$ cat src/rtl/gcn_coo_aggregator_if.sv
// Handshake and memory bus of the GCN COO aggregator.
// slave = aggregator side, master = controller / row and COO memory side.
interface gcn_coo_aggregator_if #(
  parameter int NUM_NODES      = 6,
  parameter int NUM_CLASSES    = 3,
  parameter int NUM_EDGES      = 6,
  parameter int DOT_PROD_WIDTH = 16,
  parameter int NODE_BW        = $clog2(NUM_NODES),
  parameter int EDGE_BW        = $clog2(NUM_EDGES),
  parameter int CLASS_BW       = $clog2(NUM_CLASSES)
);
  logic                                  start;
  logic [EDGE_BW-1:0]                    coo_address;
  logic [2*NODE_BW-1:0]                  coo_in;
  logic [NODE_BW-1:0]                    row_address;
  logic                                  enable_read;
  logic [NUM_CLASSES*DOT_PROD_WIDTH-1:0] row_in;
  logic                                  busy;
  logic                                  done;
  logic [NUM_NODES*CLASS_BW-1:0]         max_addi_answer;
  logic                                  index_err;

  modport slave (
    input  start, coo_in, row_in,
    output coo_address, row_address, enable_read,
    output busy, done, max_addi_answer, index_err
  );

  modport master (
    output start, coo_in, row_in,
    input  coo_address, row_address, enable_read,
    input  busy, done, max_addi_answer, index_err
  );
endinterface

$ cat src/rtl/gcn_coo_aggregator.sv
// GCN neighbour aggregation over a COO edge list, then per-node argmax.
// Optional macro GCN_AGG_SATURATE_EN: saturating accumulators (wrap otherwise).
module gcn_coo_aggregator #(
  parameter int NUM_NODES      = 6,
  parameter int NUM_CLASSES    = 3,
  parameter int NUM_EDGES      = 6,
  parameter int DOT_PROD_WIDTH = 16,
  parameter int ACC_WIDTH      = 18,
  parameter int NODE_BW        = $clog2(NUM_NODES),
  parameter int EDGE_BW        = $clog2(NUM_EDGES),
  parameter int CLASS_BW       = $clog2(NUM_CLASSES)
) (
  input  logic                 clk,
  input  logic                 reset,
  gcn_coo_aggregator_if.slave  bus
);
  localparam int CW = NODE_BW + 1;
  localparam int DW = DOT_PROD_WIDTH;

  typedef enum logic [2:0] {
    S_IDLE, S_INIT, S_EDGE_A, S_EDGE_B, S_ARGMAX, S_DONE
  } state_e;

  state_e state_q, state_d;

  logic [CW-1:0]        cnt_q, cnt_d;
  logic [EDGE_BW-1:0]   edge_q, edge_d;
  logic [ACC_WIDTH-1:0] agg_q [NUM_NODES][NUM_CLASSES];
  logic [NUM_NODES*CLASS_BW-1:0] ans_q;
  logic                 err_q;

  logic [NODE_BW-1:0]  src, dst, tgt, cnt_node;
  logic                bad_idx, last_node, last_edge, am_end;
  logic                run_start;
  logic [CLASS_BW-1:0] best;

  assign src       = bus.coo_in[2*NODE_BW-1 -: NODE_BW];
  assign dst       = bus.coo_in[NODE_BW-1:0];
  assign tgt       = (state_q == S_EDGE_A) ? dst : src;
  assign bad_idx   = (int'(src) >= NUM_NODES) ||
                     (int'(dst) >= NUM_NODES);
  assign cnt_node  = cnt_q[NODE_BW-1:0];
  assign last_node = (cnt_q == CW'(NUM_NODES - 1));
  assign am_end    = (cnt_q == CW'(NUM_NODES));
  assign last_edge = (edge_q == EDGE_BW'(NUM_EDGES - 1));
  assign run_start = bus.start &&
                     (state_q == S_IDLE || state_q == S_DONE);

  function automatic logic [ACC_WIDTH-1:0] acc_add(
    input logic [ACC_WIDTH-1:0] a,
    input logic [DW-1:0]        b
  );
`ifdef GCN_AGG_SATURATE_EN
    logic [ACC_WIDTH:0] s;
    s = {1'b0, a} + (ACC_WIDTH+1)'(b);
    return s[ACC_WIDTH] ? '1 : s[ACC_WIDTH-1:0];
`else
    return a + ACC_WIDTH'(b);
`endif
  endfunction

  always_ff @(posedge clk or negedge reset) begin
    if (!reset) state_q <= S_IDLE;
    else        state_q <= state_d;
  end

  always_comb begin
    state_d = state_q;
    case (state_q)
      S_IDLE:   if (bus.start) state_d = S_INIT;
      S_INIT:   if (last_node) state_d = S_EDGE_A;
      S_EDGE_A: state_d = S_EDGE_B;
      S_EDGE_B: state_d = last_edge ? S_ARGMAX : S_EDGE_A;
      S_ARGMAX: if (am_end) state_d = S_DONE;
      S_DONE:   if (bus.start) state_d = S_INIT;
      default:  state_d = S_IDLE;
    endcase
  end

  always_comb begin
    bus.busy        = 1'b0;
    bus.done        = 1'b0;
    bus.enable_read = 1'b0;
    bus.coo_address = '0;
    bus.row_address = '0;
    case (state_q)
      S_INIT: begin
        bus.busy        = 1'b1;
        bus.enable_read = 1'b1;
        bus.row_address = cnt_node;
      end
      S_EDGE_A, S_EDGE_B: begin
        bus.busy        = 1'b1;
        bus.enable_read = 1'b1;
        bus.coo_address = edge_q;
        bus.row_address = (state_q == S_EDGE_A) ? src : dst;
      end
      S_ARGMAX: bus.busy = 1'b1;
      S_DONE:   bus.done = 1'b1;
      default:  ;
    endcase
  end

  assign bus.max_addi_answer = ans_q;
  assign bus.index_err       = err_q;

  // ARGMAX runs one extra drain cycle after the last node is written
  always_comb begin
    cnt_d  = '0;
    edge_d = edge_q;
    if ((state_q == S_INIT || state_q == S_ARGMAX) &&
        state_d == state_q)
      cnt_d = cnt_q + CW'(1);
    if (state_q == S_INIT)        edge_d = '0;
    else if (state_q == S_EDGE_B) edge_d = edge_q + EDGE_BW'(1);
  end

  // strict '>' keeps the lowest class index on ties
  always_comb begin
    best = '0;
    for (int k = 1; k < NUM_CLASSES; k++)
      if (agg_q[cnt_node][k] > agg_q[cnt_node][best])
        best = CLASS_BW'(k);
  end

  always_ff @(posedge clk or negedge reset) begin
    if (!reset) begin
      cnt_q  <= '0;
      edge_q <= '0;
      ans_q  <= '0;
      err_q  <= 1'b0;
      for (int n = 0; n < NUM_NODES; n++)
        for (int k = 0; k < NUM_CLASSES; k++)
          agg_q[n][k] <= '0;
    end else begin
      cnt_q  <= cnt_d;
      edge_q <= edge_d;
      if (run_start) err_q <= 1'b0;
      case (state_q)
        S_INIT:
          for (int k = 0; k < NUM_CLASSES; k++)
            agg_q[cnt_node][k] <=
              ACC_WIDTH'(bus.row_in[k*DW +: DW]);
        S_EDGE_A, S_EDGE_B:
          if (bad_idx) err_q <= 1'b1;
          else if (src != dst)
            for (int k = 0; k < NUM_CLASSES; k++)
              agg_q[tgt][k] <= acc_add(agg_q[tgt][k],
                                       bus.row_in[k*DW +: DW]);
        S_ARGMAX:
          if (!am_end)
            ans_q[cnt_node*CLASS_BW +: CLASS_BW] <= best;
        default: ;
      endcase
    end
  end
endmodule

$ cat src/flat_wrapper.sv
// flat-port wrapper written by rule: the top's interface ports become plain ports
module gcn_coo_aggregator_flat 
#(
  parameter int NUM_NODES      = 6,
  parameter int NUM_CLASSES    = 3,
  parameter int NUM_EDGES      = 6,
  parameter int DOT_PROD_WIDTH = 16,
  parameter int ACC_WIDTH      = 18,
  parameter int NODE_BW        = $clog2(NUM_NODES),
  parameter int EDGE_BW        = $clog2(NUM_EDGES),
  parameter int CLASS_BW       = $clog2(NUM_CLASSES)
)
  (clk, reset, bus_start, bus_coo_in, bus_row_in, bus_coo_address, bus_row_address, bus_enable_read, bus_busy, bus_done, bus_max_addi_answer, bus_index_err);
  gcn_coo_aggregator_if #(.NUM_NODES(NUM_NODES), .NUM_CLASSES(NUM_CLASSES), .NUM_EDGES(NUM_EDGES), .DOT_PROD_WIDTH(DOT_PROD_WIDTH), .NODE_BW(NODE_BW), .EDGE_BW(EDGE_BW), .CLASS_BW(CLASS_BW)) bus_i ();
  input  logic clk;
  input  logic reset;
  input wire logic [$bits(bus_i.start)-1:0] bus_start;
  input wire logic [$bits(bus_i.coo_in)-1:0] bus_coo_in;
  input wire logic [$bits(bus_i.row_in)-1:0] bus_row_in;
  output wire logic [$bits(bus_i.coo_address)-1:0] bus_coo_address;
  output wire logic [$bits(bus_i.row_address)-1:0] bus_row_address;
  output wire logic [$bits(bus_i.enable_read)-1:0] bus_enable_read;
  output wire logic [$bits(bus_i.busy)-1:0] bus_busy;
  output wire logic [$bits(bus_i.done)-1:0] bus_done;
  output wire logic [$bits(bus_i.max_addi_answer)-1:0] bus_max_addi_answer;
  output wire logic [$bits(bus_i.index_err)-1:0] bus_index_err;
  assign bus_i.start = bus_start;
  assign bus_i.coo_in = bus_coo_in;
  assign bus_i.row_in = bus_row_in;
  assign bus_coo_address = bus_i.coo_address;
  assign bus_row_address = bus_i.row_address;
  assign bus_enable_read = bus_i.enable_read;
  assign bus_busy = bus_i.busy;
  assign bus_done = bus_i.done;
  assign bus_max_addi_answer = bus_i.max_addi_answer;
  assign bus_index_err = bus_i.index_err;
  gcn_coo_aggregator #(.NUM_NODES(NUM_NODES), .NUM_CLASSES(NUM_CLASSES), .NUM_EDGES(NUM_EDGES), .DOT_PROD_WIDTH(DOT_PROD_WIDTH), .ACC_WIDTH(ACC_WIDTH), .NODE_BW(NODE_BW), .EDGE_BW(EDGE_BW), .CLASS_BW(CLASS_BW)) u_core (.clk(clk), .reset(reset), .bus(bus_i));
endmodule
$ cat config.mk
export PLATFORM = sky130hd
export DESIGN_NAME = gcn_coo_aggregator_flat
export DESIGN_NICKNAME = d
export VERILOG_FILES = /design/src/rtl/gcn_coo_aggregator_if.sv /design/src/rtl/gcn_coo_aggregator.sv /design/src/flat_wrapper.sv
export SDC_FILE = /design/constraint.sdc
export NUM_CORES = 1
export LEC_CHECK = 0
export CAP_MARGIN = 20
export CELL_PAD_IN_SITES_DETAIL_PLACEMENT = 0
export CELL_PAD_IN_SITES_GLOBAL_PLACEMENT = 1
export CORE_MARGIN = 2
export CORE_UTILIZATION = 44
export DETAILED_ROUTE_END_ITERATION = 16
export GPL_TIMING_DRIVEN = 0
export PLACE_DENSITY_LB_ADDON = 0.1
export SYNTH_ARGS = -nofsm -noshare
export SYNTH_HDL_FRONTEND = slang
export SYNTH_SLANG_ARGS = --single-unit
$ cat constraint.sdc
create_clock -name clk -period 5.63 [get_ports clk]
set_input_delay 0.563 -clock clk [delete_from_list [all_inputs] [get_ports clk]]
set_output_delay 0.563 -clock clk [all_outputs]
set_load 0.05 [all_outputs]
==> impl_table.tex <==
\begin{tabular}{lr}
\hline
Metric & Value \\
\hline
\multicolumn{2}{l}{\textbf{Outcome}} \\
\quad Run status & finished, final reports clean \\
\multicolumn{2}{l}{\textbf{STA}} \\
\quad Worst slew pin tran & 1317 ps \\
\quad Final number of hold-violating endpoints & 0 \\
\quad Final setup TNS & 0 ps \\
\quad Min cycle time layout & 5557 ps \\
\quad Slew headroom & about an eighth \\
\quad Setup violations, final & 0 \\
\quad Worst slack on hold paths & a little under 500 ps \\
\quad Setup skew after layout & 34.56 ps \\
\quad Final Slew Violations & 0 \\
\quad F\_max & between 0.15 and 0.2 GHz \\
\quad Fraction of the cycle the final worst path needs & 98.71\% \\
\multicolumn{2}{l}{\textbf{Floorplanning}} \\
\quad Die footprint & 52460 um2 \\
\quad Starting utilization of the core area & 44.51\% \\
\quad Standard-cell row count & 82 \\
\quad Placeable core region & 50070 um2 \\
\quad I/O pin count & 79 \\
\quad Die Wd & 229.1 um \\
\quad Die span in y & 229.1 um \\
\multicolumn{2}{l}{\textbf{CTS}} \\
\quad CTS clock-pin slew for the worst setup and hold paths & 60 ps \\
\quad Cell at the root of the clock tree & sky130\_fd\_sc\_hd\_\_clkbuf\_16 \\
\quad Clk sinks & 347 \\
\quad Clock insertion delay at the later pin of the skew report & just over 600 ps \\
\quad H-tree levels & 2 \\
\quad Clock tree from TritonCTS & built \\
\quad Number of buffers on the longest clock path & 3 \\
\quad CTS buffer count & 45 \\
\multicolumn{2}{l}{\textbf{Finish}} \\
\quad Nets & 2865 \\
\quad Fraction of final layout cells with drive strength greater than 1 & 12.37\% \\
\quad Number of non-filler instances in the completed layout & 3425 \\
\quad Layout overhead on the synthesized area & 19.59\% \\
\multicolumn{2}{l}{\textbf{Global route}} \\
\quad Congestion Overflow GR & 0 \\
\quad Antenna violations before repair & 7 \\
\quad GRT Util Overall & between 40 and 50\% \\
\quad Largest net degree at the start of global routing & 113 \\
\quad First-pass GRT wire length & 174000 um \\
\quad Via count of the first global-routing pass & 23600 \\
\multicolumn{2}{l}{\textbf{Detailed routing}} \\
\quad Total length of routed wires & 124500 um \\
\quad Detail Route Antenna Nets & 0 \\
\quad Initial detailed-routing violation count & 4060 \\
\quad Total number of vias & 24900 \\
\quad Detailed-routing iteration count for the pre-antenna-repair pass & 9 \\
\quad Routed length per instance & 36.34 um \\
\quad Detail-routed via count per cell & 7.270 \\
\quad DRC violation count after routing & 0 \\
\multicolumn{2}{l}{\textbf{Synth}} \\
\quad Count of cell types in the netlist & slightly below 80 \\
\quad Sequential share of the synthesized area & a little under 40\% \\
\quad Library cell with the largest summed area after synthesis & sky130\_fd\_sc\_hd\_\_dfrtp\_1 \\
\quad Post-Synthesis Net Count & 2692 \\
\quad Synth warnings & 0 \\
\quad Number of flops mapped to enable cells by yosys & 0 \\
\quad Yosys reg bits & 347 \\
\quad Top post-synthesis cells by area & sky130\_fd\_sc\_hd\_\_dfrtp\_1 39\%, sky130\_fd\_sc\_hd\_\_a22oi\_1 10\%, sky130\_fd\_sc\_hd\_\_o21ai\_0 8.2\% \\
\quad Synth Instances & between 2000 and 3000 \\
\quad Mapped Avg Cell Area & 8.770 um2 \\
\quad Top cell type's share of synthesized area & 38.96\% \\
\quad Dominant register cell in the synthesized netlist & sky130\_fd\_sc\_hd\_\_dfrtp\_1 \\
\quad Fraction of registers with async set/reset & between 90\% and 100\% \\
\quad Area of the mapped netlist & about 22000 um2 \\
\multicolumn{2}{l}{\textbf{Flow run}} \\
\quad Max-cap violations & 0 \\
\multicolumn{2}{l}{\textbf{Hold path}} \\
\quad Worst Hold Class & reg -> reg \\
\quad Start point of the worst hold path & u\_core.bus.max\_addi\_answer[6]\$\_DFFE\_PN0P\_ \\
\multicolumn{2}{l}{\textbf{Power}} \\
\quad Power Density & between 700 and 800 nW/um2 \\
\quad Worst ir drop on vdd & between 400 and 500 uV \\
\quad Leak Pwr & 10.94 nW \\
\multicolumn{2}{l}{\textbf{Setup path}} \\
\quad Req. time, crit path & 6160 ps \\
\quad Reg-to-reg critical path startpoint & u\_core.cnt\_q[0]\$\_DFF\_PN0\_ \\
\quad WP data arrival & 6090 ps \\
\quad CP Class & reg -> reg \\
\quad Element type at the critical path start & flip-flop \\
\quad Crit end category & flip-flop \\
\quad Peak fanout along the critical path & 10 \\
\quad Launch point of the worst path & u\_core.cnt\_q[0]\$\_DFF\_PN0\_ \\
\multicolumn{2}{l}{\textbf{Place}} \\
\quad Cell total after placement & 3311 \\
\quad Port Buffer Count & 76 \\
\quad Half-perimeter wire length of the detailed placement result & 86800 um \\
\quad Final weighted congestion in routability-driven placement & 1.021 \\
\hline
\end{tabular}
state kept, by name, indices dropped and copies added (netlist names):
name	flops
u_core.agg_q	324
u_core.state_q	3
u_core.cnt_q	4
u_core.bus.index_err	1
u_core.edge_q	3
u_core.bus.max_addi_answer	12
worst paths after layout:
path                                                        endpoint  slack (ps)  cells after the start
max in group asynchronous              u_core.agg_q[310]$_DFFE_PN0P_        3690                      4
setup reg to reg           u_core.bus.max_addi_answer[8]$_DFFE_PN0P_          70                     25
hold reg to reg            u_core.bus.max_addi_answer[6]$_DFFE_PN0P_         480                      2
setup / recovery           u_core.bus.max_addi_answer[8]$_DFFE_PN0P_          70                     25
hold / removal             u_core.bus.max_addi_answer[6]$_DFFE_PN0P_         480                      2
min in group asynchronous                u_core.agg_q[6]$_DFFE_PN0P_         490                      2
per-stage QoR:
step	utilization, %	worst slack (ps)	area, um2	power [W]
2_1_floorplan	-	345.2	22290	0.01091
3_3_place_gp	47.71	-12140	23890	0.01540
3_5_place_dp	48.47	-2759	24270	0.01578
4_1_cts	52.35	41.87	26210	0.01959
5_1_grt	53.21	-37.96	26640	0.02165
6_report	53.23	72.66	26650	0.02090
layout make-up:
cell class | count | area, um2
Sequential cell | 347 | 8685
Tap cell | 672 | 840.8
Antenna cell | 4 | 10.01
Fill cell | 4784 | 23420
Inverter | 26 | 113.9
Clock inverter | 16 | 237.7
Multi-Input combinational cell | 1959 | 13020
Clock buffer | 66 | 1328
Timing Repair Buffer | 126 | 1365
Buffer | 209 | 1049
logic make-up (layout without fill, tap and decap cells):
group / count (synthesis) / after routing / share of synthesized area, %
xor+xnor: 43 / 43 / 1.724
flops: 347 / 347 / 38.96
fa+ha+maj: 94 / 94 / 5.379
compound gates: 1125 / 1125 / 32.87
other cells: 0 / 4 / 0
mux: 95 / 95 / 4.767
buf+inv: 235 / 443 / 4.273
simple gates: 602 / 602 / 12.03
placed cells by master (no fill, tap or decap), drive strengths merged, types with 17 or more instances in the layout:
| cell | Yosys | final |
|---|---|---|
| buf | 58 | 116 |
| o221ai | 17 | 17 |
| a21oi | 102 | 102 |
| mux2 | 64 | 64 |
| a32oi | 74 | 74 |
| dfrtp | 347 | 347 |
| a221oi | 22 | 22 |
| clkbuf | 151 | 209 |
| o22ai | 114 | 114 |
| nor2 | 89 | 89 |
| mux2i | 31 | 31 |
| clkdlybuf4s50 | 0 | 75 |
| ha | 91 | 91 |
| o21ai | 379 | 379 |
| nand2 | 320 | 320 |
| inv | 25 | 27 |
| nor3 | 70 | 70 |
| xnor2 | 27 | 27 |
| a22oi | 303 | 303 |
| a21o | 20 | 20 |
| nand3 | 33 | 33 |
layer usage:
layer | track usage (%) | up-vias | wire length (um)
li1 | - | 10110 | -
met4 | 32.53 | 2 | 10060
met2 | 67.78 | 2048 | 52530
met1 | 58.98 | 12180 | 46460
met5 | 0 | - | 14
met3 | 13.02 | 558 | 15420
power breakdown:
group	switching, W	internal, W	total, W	leakage, nW
Clock	0.00126	0.00191	0.00316	0.775
Combinational	0.00896	0.00437	0.0133	5.68
Sequential	0.000898	0.00350	0.00440	4.49
cell usage after synthesis, types with 13 or more instances:
master and number:
sky130_fd_sc_hd__dfrtp_1 347, sky130_fd_sc_hd__nor3_1 70, sky130_fd_sc_hd__nand2_1 320, sky130_fd_sc_hd__o221ai_1 17, sky130_fd_sc_hd__a21oi_1 102, sky130_fd_sc_hd__inv_1 22
sky130_fd_sc_hd__a22oi_1 302, sky130_fd_sc_hd__xor2_1 16, sky130_fd_sc_hd__nand3_1 32, sky130_fd_sc_hd__mux2i_1 27, sky130_fd_sc_hd__o21a_1 13, sky130_fd_sc_hd__clkbuf_1 151
sky130_fd_sc_hd__ha_1 91, sky130_fd_sc_hd__buf_1 17, sky130_fd_sc_hd__a21o_1 20, sky130_fd_sc_hd__xnor2_1 26, sky130_fd_sc_hd__nor2_1 88, sky130_fd_sc_hd__a32oi_1 74
sky130_fd_sc_hd__o22ai_1 114, sky130_fd_sc_hd__o31ai_1 16, sky130_fd_sc_hd__nand4_1 15, sky130_fd_sc_hd__buf_2 38, sky130_fd_sc_hd__o21ai_1 14, sky130_fd_sc_hd__o21ai_0 364
sky130_fd_sc_hd__a221oi_1 21, sky130_fd_sc_hd__mux2_2 60
worst max-delay path, stage by stage (launching register included):
cell	delay, ps
sky130_fd_sc_hd__dfrtp_2	440
sky130_fd_sc_hd__buf_6	160
sky130_fd_sc_hd__nor3_4	180
sky130_fd_sc_hd__buf_6	170
sky130_fd_sc_hd__clkbuf_2	530
sky130_fd_sc_hd__a22oi_1	200
sky130_fd_sc_hd__nand3_1	200
sky130_fd_sc_hd__ha_1	270
sky130_fd_sc_hd__o21a_1	110
sky130_fd_sc_hd__o21a_1	160
sky130_fd_sc_hd__o211ai_1	290
sky130_fd_sc_hd__a211oi_2	130
sky130_fd_sc_hd__o21ai_2	190
sky130_fd_sc_hd__buf_6	140
sky130_fd_sc_hd__buf_8	130
sky130_fd_sc_hd__nand2_1	70
sky130_fd_sc_hd__o21ai_2	160
sky130_fd_sc_hd__ha_1	290
sky130_fd_sc_hd__a21o_1	160
sky130_fd_sc_hd__a21o_1	180
sky130_fd_sc_hd__a21oi_2	150
sky130_fd_sc_hd__o211ai_1	180
sky130_fd_sc_hd__a221oi_2	420
sky130_fd_sc_hd__a21oi_4	180
sky130_fd_sc_hd__nor2_4	190
sky130_fd_sc_hd__mux2_4	170
what timing repair did:
item                                    CTS  global route
buffers inserted                          4            20
gates resized for setup                 105            90
pin swaps                                 4            13
endpoints found under the setup margin  184            90
endpoints found under the hold margin    64             0
hold buffers                              1             0
(Power assumes the default switching activity.)
